--- config.mk ---
export PLATFORM = sky130hd
export DESIGN_NAME = sound_receiver
export DESIGN_NICKNAME = d
export VERILOG_FILES = /design/src/rtl/sound_receiver.sv
export SDC_FILE = /design/constraint.sdc
export NUM_CORES = 1
export LEC_CHECK = 0
export ABC_CLOCK_PERIOD_IN_PS = 2650
export BUFFER_PORTS_ARGS = -buffer_cell sky130_fd_sc_hd__buf_2
export CORE_MARGIN = 2
export CORE_UTILIZATION = 57
export DETAILED_ROUTE_END_ITERATION = 16
export PLACE_DENSITY = 0.89
export SLEW_MARGIN = 20
export SYNTH_ARGS = -nofsm -noshare
export SYNTH_HDL_FRONTEND = slang
export SYNTH_SLANG_ARGS = --single-unit
--- constraint.sdc ---
create_clock -name CLK -period 2.65 [get_ports CLK]
set_input_delay 0.265 -clock CLK [delete_from_list [all_inputs] [get_ports CLK]]
set_output_delay 0.265 -clock CLK [all_outputs]
set_load 0.01 [all_outputs]
--- src/rtl/sound_receiver.sv ---
// I2S-style serial audio receiver: synchronizes the codec bit clock, frames
// left/right slots on LRCK changes and presents coherent sample pairs.
module sound_receiver #(
  parameter int WIDTH = 16
) (
  input  logic             CLK,
  input  logic             RESET_N,
  input  logic             AUD_BCLK,
  input  logic             AUD_LRCK,
  input  logic             AUD_DIN,
  input  logic             enable,
  output logic [WIDTH-1:0] left_data,
  output logic [WIDTH-1:0] right_data,
  output logic             sample_valid,
  output logic             short_slot
);
  localparam int CW = $clog2(WIDTH + 1);

  logic [2:0]       bclk_sync;
  logic [1:0]       lrck_sync;
  logic [1:0]       din_sync;
  logic             lrck_prev;
  logic [WIDTH-1:0] shreg;
  logic [WIDTH-1:0] left_hold;
  logic [CW-1:0]    bit_cnt;
  logic             channel;
  logic             synced;
  logic             left_ok;

  logic             bclk_rise;
  logic             lrck;
  logic             din;
  logic             lr_change;
  logic             cnt_full;
  logic [WIDTH-1:0] word_next;

  assign bclk_rise = bclk_sync[1] & ~bclk_sync[2];
  assign lrck      = lrck_sync[1];
  assign din       = din_sync[1];
  assign lr_change = lrck != lrck_prev;
  assign cnt_full  = bit_cnt == CW'(WIDTH);
  assign word_next = {shreg[WIDTH-2:0], din};

  always_ff @(posedge CLK or negedge RESET_N) begin
    if (!RESET_N) begin
      bclk_sync <= '0;
      lrck_sync <= '0;
      din_sync  <= '0;
    end else begin
      bclk_sync <= {bclk_sync[1:0], AUD_BCLK};
      lrck_sync <= {lrck_sync[0], AUD_LRCK};
      din_sync  <= {din_sync[0], AUD_DIN};
    end
  end

  always_ff @(posedge CLK or negedge RESET_N) begin
    if (!RESET_N) begin
      lrck_prev    <= 1'b0;
      shreg        <= '0;
      left_hold    <= '0;
      bit_cnt      <= '0;
      channel      <= 1'b0;
      synced       <= 1'b0;
      left_ok      <= 1'b0;
      left_data    <= '0;
      right_data   <= '0;
      sample_valid <= 1'b0;
      short_slot   <= 1'b0;
    end else begin
      sample_valid <= 1'b0;
      short_slot   <= 1'b0;
      // lrck_prev keeps tracking while disabled so re-enable waits for a real edge
      if (bclk_rise) lrck_prev <= lrck;
      if (!enable) begin
        synced  <= 1'b0;
        left_ok <= 1'b0;
        bit_cnt <= '0;
      end else if (bclk_rise) begin
        if (lr_change) begin
          // DIN on the LRCK edge is the previous slot's last bit: dropped
          short_slot <= synced && !cnt_full;
          bit_cnt    <= '0;
          channel    <= lrck;
          synced     <= 1'b1;
          if (!lrck) left_ok <= 1'b0;
        end else if (synced && !cnt_full) begin
          shreg   <= word_next;
          bit_cnt <= bit_cnt + CW'(1);
          if (bit_cnt == CW'(WIDTH - 1)) begin
            if (!channel) begin
              left_hold <= word_next;
              left_ok   <= 1'b1;
            end else if (left_ok) begin
              left_data    <= left_hold;
              right_data   <= word_next;
              sample_valid <= 1'b1;
            end
          end
        end
      end
    end
  end
endmodule

==> results of run 1 <==
==> placed cells by master, fill, tap and decap left out, drive strengths merged <==
master  synthesis  layout
nor3            2       2
xnor2           1       1
a211oi          1       1
and2            1       1
or4             1       1
nor3b           2       2
dfrtp          81      81
xor2            1       1
a41oi           1       1
clkbuf          0      13
o32ai           2       2
nor4bb          1       1
inv             8       8
and3            1       1
nand4           2       2
o22ai           1       1
ha              3       3
bufinv          0       2
nor2            3       3
nand4b          1       1
o211ai          1       1
nand2b          2       2
nand2          13      13
mux2           64      64
a21oi           5       5
nor2b           1       1
buf             6      39
o21ai           2       2
==> sequential cells by signal, summed over array words and instances, names as in the netlist, 2 cells and up <==
register	flops
bclk_sync	3
bit_cnt	5
din_sync	2
left_data	16
left_hold	16
lrck_sync	2
right_data	16
shreg	15
==> cells in the mapped netlist (2+ instances only) <==
master / count
mux2_2: 64
nand2_1: 11
o32ai_1: 2
ha_1: 3
inv_1: 8
nand2_2: 2
a21oi_1: 5
nor2_1: 3
nor3b_1: 2
dfrtp_1: 81
buf_6: 4
nand2b_1: 2
o21ai_0: 2
==> how the worst max path moves through the flow <==
stage / end / slack (ns)
2_1_floorplan: left_hold[10] / 0.80
3_3_place_gp: right_data[8] / 0.43
3_5_place_dp: left_data[7] / 0.32
4_1_cts: right_data[0] / 0.29
5_1_grt: right_data[0] / 0.12
6_report: right_data[0] / 0.31
==> cells by family after synthesis <==
| group | synth area share (%) |
|---|---|
| adder cells (fa/ha/maj) | 1.18 |
| flip-flops | 63.7 |
| XOR/XNOR | 0.787 |
| buffers and inverters | 2.75 |
| multiplexers | 22.7 |
| AO/OA/AOI/OAI | 2.60 |
| AND/OR/NAND/NOR | 6.33 |
==> layout make-up <==
class	instances	area share (%)
inverters	8	0.824
repair buffers	39	5.53
flip-flops and latches	81	55.6
clock buffers	13	4.63
clock inverters	2	1.65
multi-input cells	112	29.3
well taps	72	2.47
==> report_power, final <==
part           switching (mW)  internal, mW  total, mW
clock                   0.404         0.604       1.01
combinational          0.0500        0.0237     0.0737
sequential             0.0221          1.25       1.28
==> through the flow <==
step                      total power [mW]  cell area, µm²
after floorplan                       1.33            3180
after global placement                1.37            3410
after detailed placement              1.37            3410
after CTS                             2.38            3640
after global routing                  2.44            3640
final                                 2.36            3640
==> critical path, delay by kind of cell (launching register included) <==
| kind | cells | cell delay, ns |
|---|---|---|
| flip-flops | 1 | 0.40 |
| buffers and inverters | 1 | 0.07 |
| adder cells (fa/ha/maj) | 1 | 0.19 |
| multiplexers | 1 | 0.48 |
| AND/OR/NAND/NOR | 3 | 1.05 |
==> per-layer routing <==
metal | GRT usage [%] | wire, µm | vias up
li1 | - | - | 819
met1 | 25.2 | 2340 | 893
met2 | 27.3 | 2430 | 41
met3 | 6.36 | 208 | 11
met4 | 10.2 | 117 | 0
met5 | 0 | 0 | -
==> metrics.yaml, run 1 <==
tns_ns: 0
syn_area_per_cell_um2: 15.4
whs_ns: -0.0515
ir_drop_mv: 0.652
dr_total_vias: 1764
grt_pass1_vias: 1821
start_kind: "flop"
multi_input_area_um2: 1070
drive_gt1_share_pct: 48.2
critPathLaunch: "bit_cnt[0]"
cts_sinks: 81
rows: 27
synth_top_area_cell: "dfrtp_1"
worstReg2RegEnd: "right_data[0]"
clk_pin_slew_worst_paths_ns: 0.07
reg2reg_slack_ns: 0.31
max_freq_mhz: 427
violations: "hold timing"
grt_max_degree: 82
cts-root-buf: "clkbuf_8"
grt_pass1_wl_mm: 8.67
wl_per_cell_um: 15.6
hp-class: "in -> async"
worstMarginPinSlew_ns: 0.692
finClkSkew_ns: 0.00895
slew_headroom_pct: 53.9
cpPeakStageDelay_ns: 0.55
synth_top_area_share_pct: 63.7
path_cells: "inv_1, ha_1, nor4bb_4, nor3_4, nand4_4, mux2_2"
place_ws_ns: 0.324
ant_nets: 0
dieArea_um2: 6200
cts_setup_buffers: 0
yosysWarningCount: 0
drcViolationCount: 0
synthToLayoutAreaGrowth_pct: 14.5
place_congestion: 0.820
cts-hold-fix-buffers: 0
dp_cells: 312
clockBufferDepth: 2
async_flop_share_pct: 100
synth.distinct_cells: 31
grt_usage_pct: 18.8
clk_latency_ns: 0.34
reg2reg_depth: 6
grt_overflow_total: 0
synth_seq_cells: 81
outcome: "finished, violations left"
final_hold_viol_count: 81
postSynthCellCount: 207
cts_resized: 0
crit_fanout: 33
cp_slowest_cell: "nand4_4"
fillCellCount: 349
setup_viol: 0
routed_wl_mm: 5.09
die_x_um: 78.7
cts_buffers: 9
cp-end-kind: "flop"
nets: 260
ys.flop_type: "dfrtp_1"
rsz0062_at_grt: "false"
io_buffer_count: 39
period_needed_ns: 2.34
avgViaCountPerCell: 5.39
cp.required_ns: 2.87
regArea_um2: 2030
diodes: 0
utilization_pct: 67.0
die_y_um: 78.7
p_per_area_nw_per_um2: 647
synth_area_um2: 3180
ios: 40
slew_violations: 0
dpl.hpwl_mm: 3.21
timing.final.crit_share_pct: 88.5
synth_seq_area_share_pct: 63.7
stdcell_count: 327
cts_tree: "yes"
fin_ws_ns: 0.306
initial_utilization_pct: 58.5
syn_nets: 216
drt_first_pass_iters: 4
antenna_found_initial: 0
htree_levels: 3
synth_edf_count: 0
worst-setup-path-type: "reg -> reg"
fp.coreArea_um2: 5440
drt_iter0_drc: 114
power_leakage_nw: 1.95
synth_area_leaders: "dfrtp_1 (64%), mux2_2 (23%), buf_6 (1.4%)"
timing.rr.start: "bit_cnt[0]"
cp.arrival_ns: 2.56
cap_violations: 0
No activity file was read; power rests on OpenSTA's default activity.
==> run 2, diff against run 1 <==
--- a/config.mk
+++ b/config.mk
@@ -9,6 +9,7 @@
 export BUFFER_PORTS_ARGS = -buffer_cell sky130_fd_sc_hd__buf_2
 export CORE_MARGIN = 2
 export CORE_UTILIZATION = 57
+export CTS_BUF_LIST = sky130_fd_sc_hd__clkbuf_4 sky130_fd_sc_hd__clkbuf_8 sky130_fd_sc_hd__clkbuf_16
 export DETAILED_ROUTE_END_ITERATION = 16
 export PLACE_DENSITY = 0.89
 export SLEW_MARGIN = 20
==> metrics.yaml, run 2 (synthesis gave the netlist of run 1 again) <==
most-common-layout-cells: "dfrtp_1 (81), mux2_2 (64), buf_2 (38)"
grt_usage_pct: 18.8
clk_latency_ns: 0.34
design_area_um2: 3650
die_y_um: 78.7
cpPeakStageDelay_ns: 0.55
clk_pin_slew_worst_paths_ns: 0.07
dpl.hpwl_mm: 3.21
outcome: "finished, violations left"
dieArea_um2: 6200
drcViolationCount: 0
path_cells: "inv_1, ha_1, nor4bb_4, nor3_4, nand4_4, mux2_2"
avgViaCountPerCell: 5.38
fin_ws_ns: 0.306
ir_drop_mv: 0.652
antenna_found_initial: 0
whs_ns: -0.0559
cp.required_ns: 2.87
nets: 260
routed_wl_mm: 5.08
rsz0062_at_grt: "false"
worst-setup-path-type: "reg -> reg"
crit_fanout: 33
reg2reg_slack_ns: 0.31
finClkSkew_ns: 0.00886
dr_total_vias: 1760
grt_overflow_total: 0
slew_violations: 0
rows: 27
io_buffer_count: 39
cts_setup_buffers: 0
slew_headroom_pct: 54.3
htree_levels: 3
die_x_um: 78.7
diodes: 0
drt_iter0_drc: 115
reg.largest.list: "left_data (16), left_hold (16), right_data (16)"
cp-end-kind: "flop"
cap_violations: 0
met2_length_mm: 2.42
ios: 40
grt_max_degree: 82
placed_cell_area_um2: 3410
start_kind: "flop"
worstMarginPinSlew_ns: 0.686
topRoutingLayerUsed: "met4"
cts_sinks: 81
grt_pass1_wl_mm: 8.67
power_mw: 2.37
layout_commonest_cell: "dfrtp_1"
period_needed_ns: 2.34
stdcell_count: 327
setup_viol: 0
place_congestion: 0.820
violations: "hold timing"
power_leakage_nw: 1.96
cp.arrival_ns: 2.56
cts_buffers: 9
drive_gt1_share_pct: 48.6
cts_resized: 0
dp_cells: 312
tns_ns: 0
dr_wl_met3_um: 208
wl_met1_mm: 2.33
fillCellCount: 347
utilization_pct: 67.1
grt_pass1_vias: 1821
hp-class: "in -> async"
max_freq_mhz: 427
clockBufferDepth: 2
cts_tree: "yes"
cts-hold-fix-buffers: 0
synthToLayoutAreaGrowth_pct: 14.7
place_ws_ns: 0.324
ant_nets: 0
final_hold_viol_count: 81
cts-root-buf: "clkbuf_8"
wl_per_cell_um: 15.5
drt_first_pass_iters: 4
timing.final.crit_share_pct: 88.4
cp_slowest_cell: "nand4_4"
fp.coreArea_um2: 5440
initial_utilization_pct: 58.5
p_per_area_nw_per_um2: 649
[run 2: cell counts in the layout (fill, tap and decap cells not counted)]
Identical to the previous run, type by type.
[run 2: path summary, 6_finish.rpt]
check                              from             to  depth (start not counted)
hold / removal                  RESET_N       shreg[0]                          1
hold reg to reg            lrck_sync[0]   lrck_sync[1]                          0
max in group asynchronous       RESET_N  left_hold[13]                          1
setup / recovery             bit_cnt[0]  right_data[0]                          6
setup reg to reg             bit_cnt[0]  right_data[0]                          6
min in group CLK                AUD_DIN    din_sync[0]                          1
[run 2: layout make-up]
type | count | area, µm² | share of cell area (%)
Sequential cell | 81 | 2030 | 55.6
Clock buffer | 13 | 173 | 4.73
Inverter | 8 | 30.0 | 0.823
Clock inverter | 2 | 60.1 | 1.65
Multi-Input combinational cell | 112 | 1070 | 29.3
Timing Repair Buffer | 39 | 201 | 5.52
Tap cell | 72 | 90.1 | 2.47
[run 2: power by group]
part	switching (mW)	total (mW)	internal, mW
Clock	0.404	1.02	0.614
Combinational	0.0498	0.0735	0.0237
Sequential	0.0219	1.28	1.25
[run 2: critical path: cells and delay by family, from the launching register on]
| family | cells | cell delay (ns) |
|---|---|---|
| DFF | 1 | 0.40 |
| and+or+nand+nor | 3 | 1.05 |
| buffers and inverters | 1 | 0.07 |
| adders and majority gates | 1 | 0.19 |
| muxes | 1 | 0.48 |
[run 2: layer usage]
metal,vias up,GRT usage [%]
li1,820,-
met4,0,10.2
met3,11,6.36
met1,888,25.2
met5,-,0
met2,41,27.3
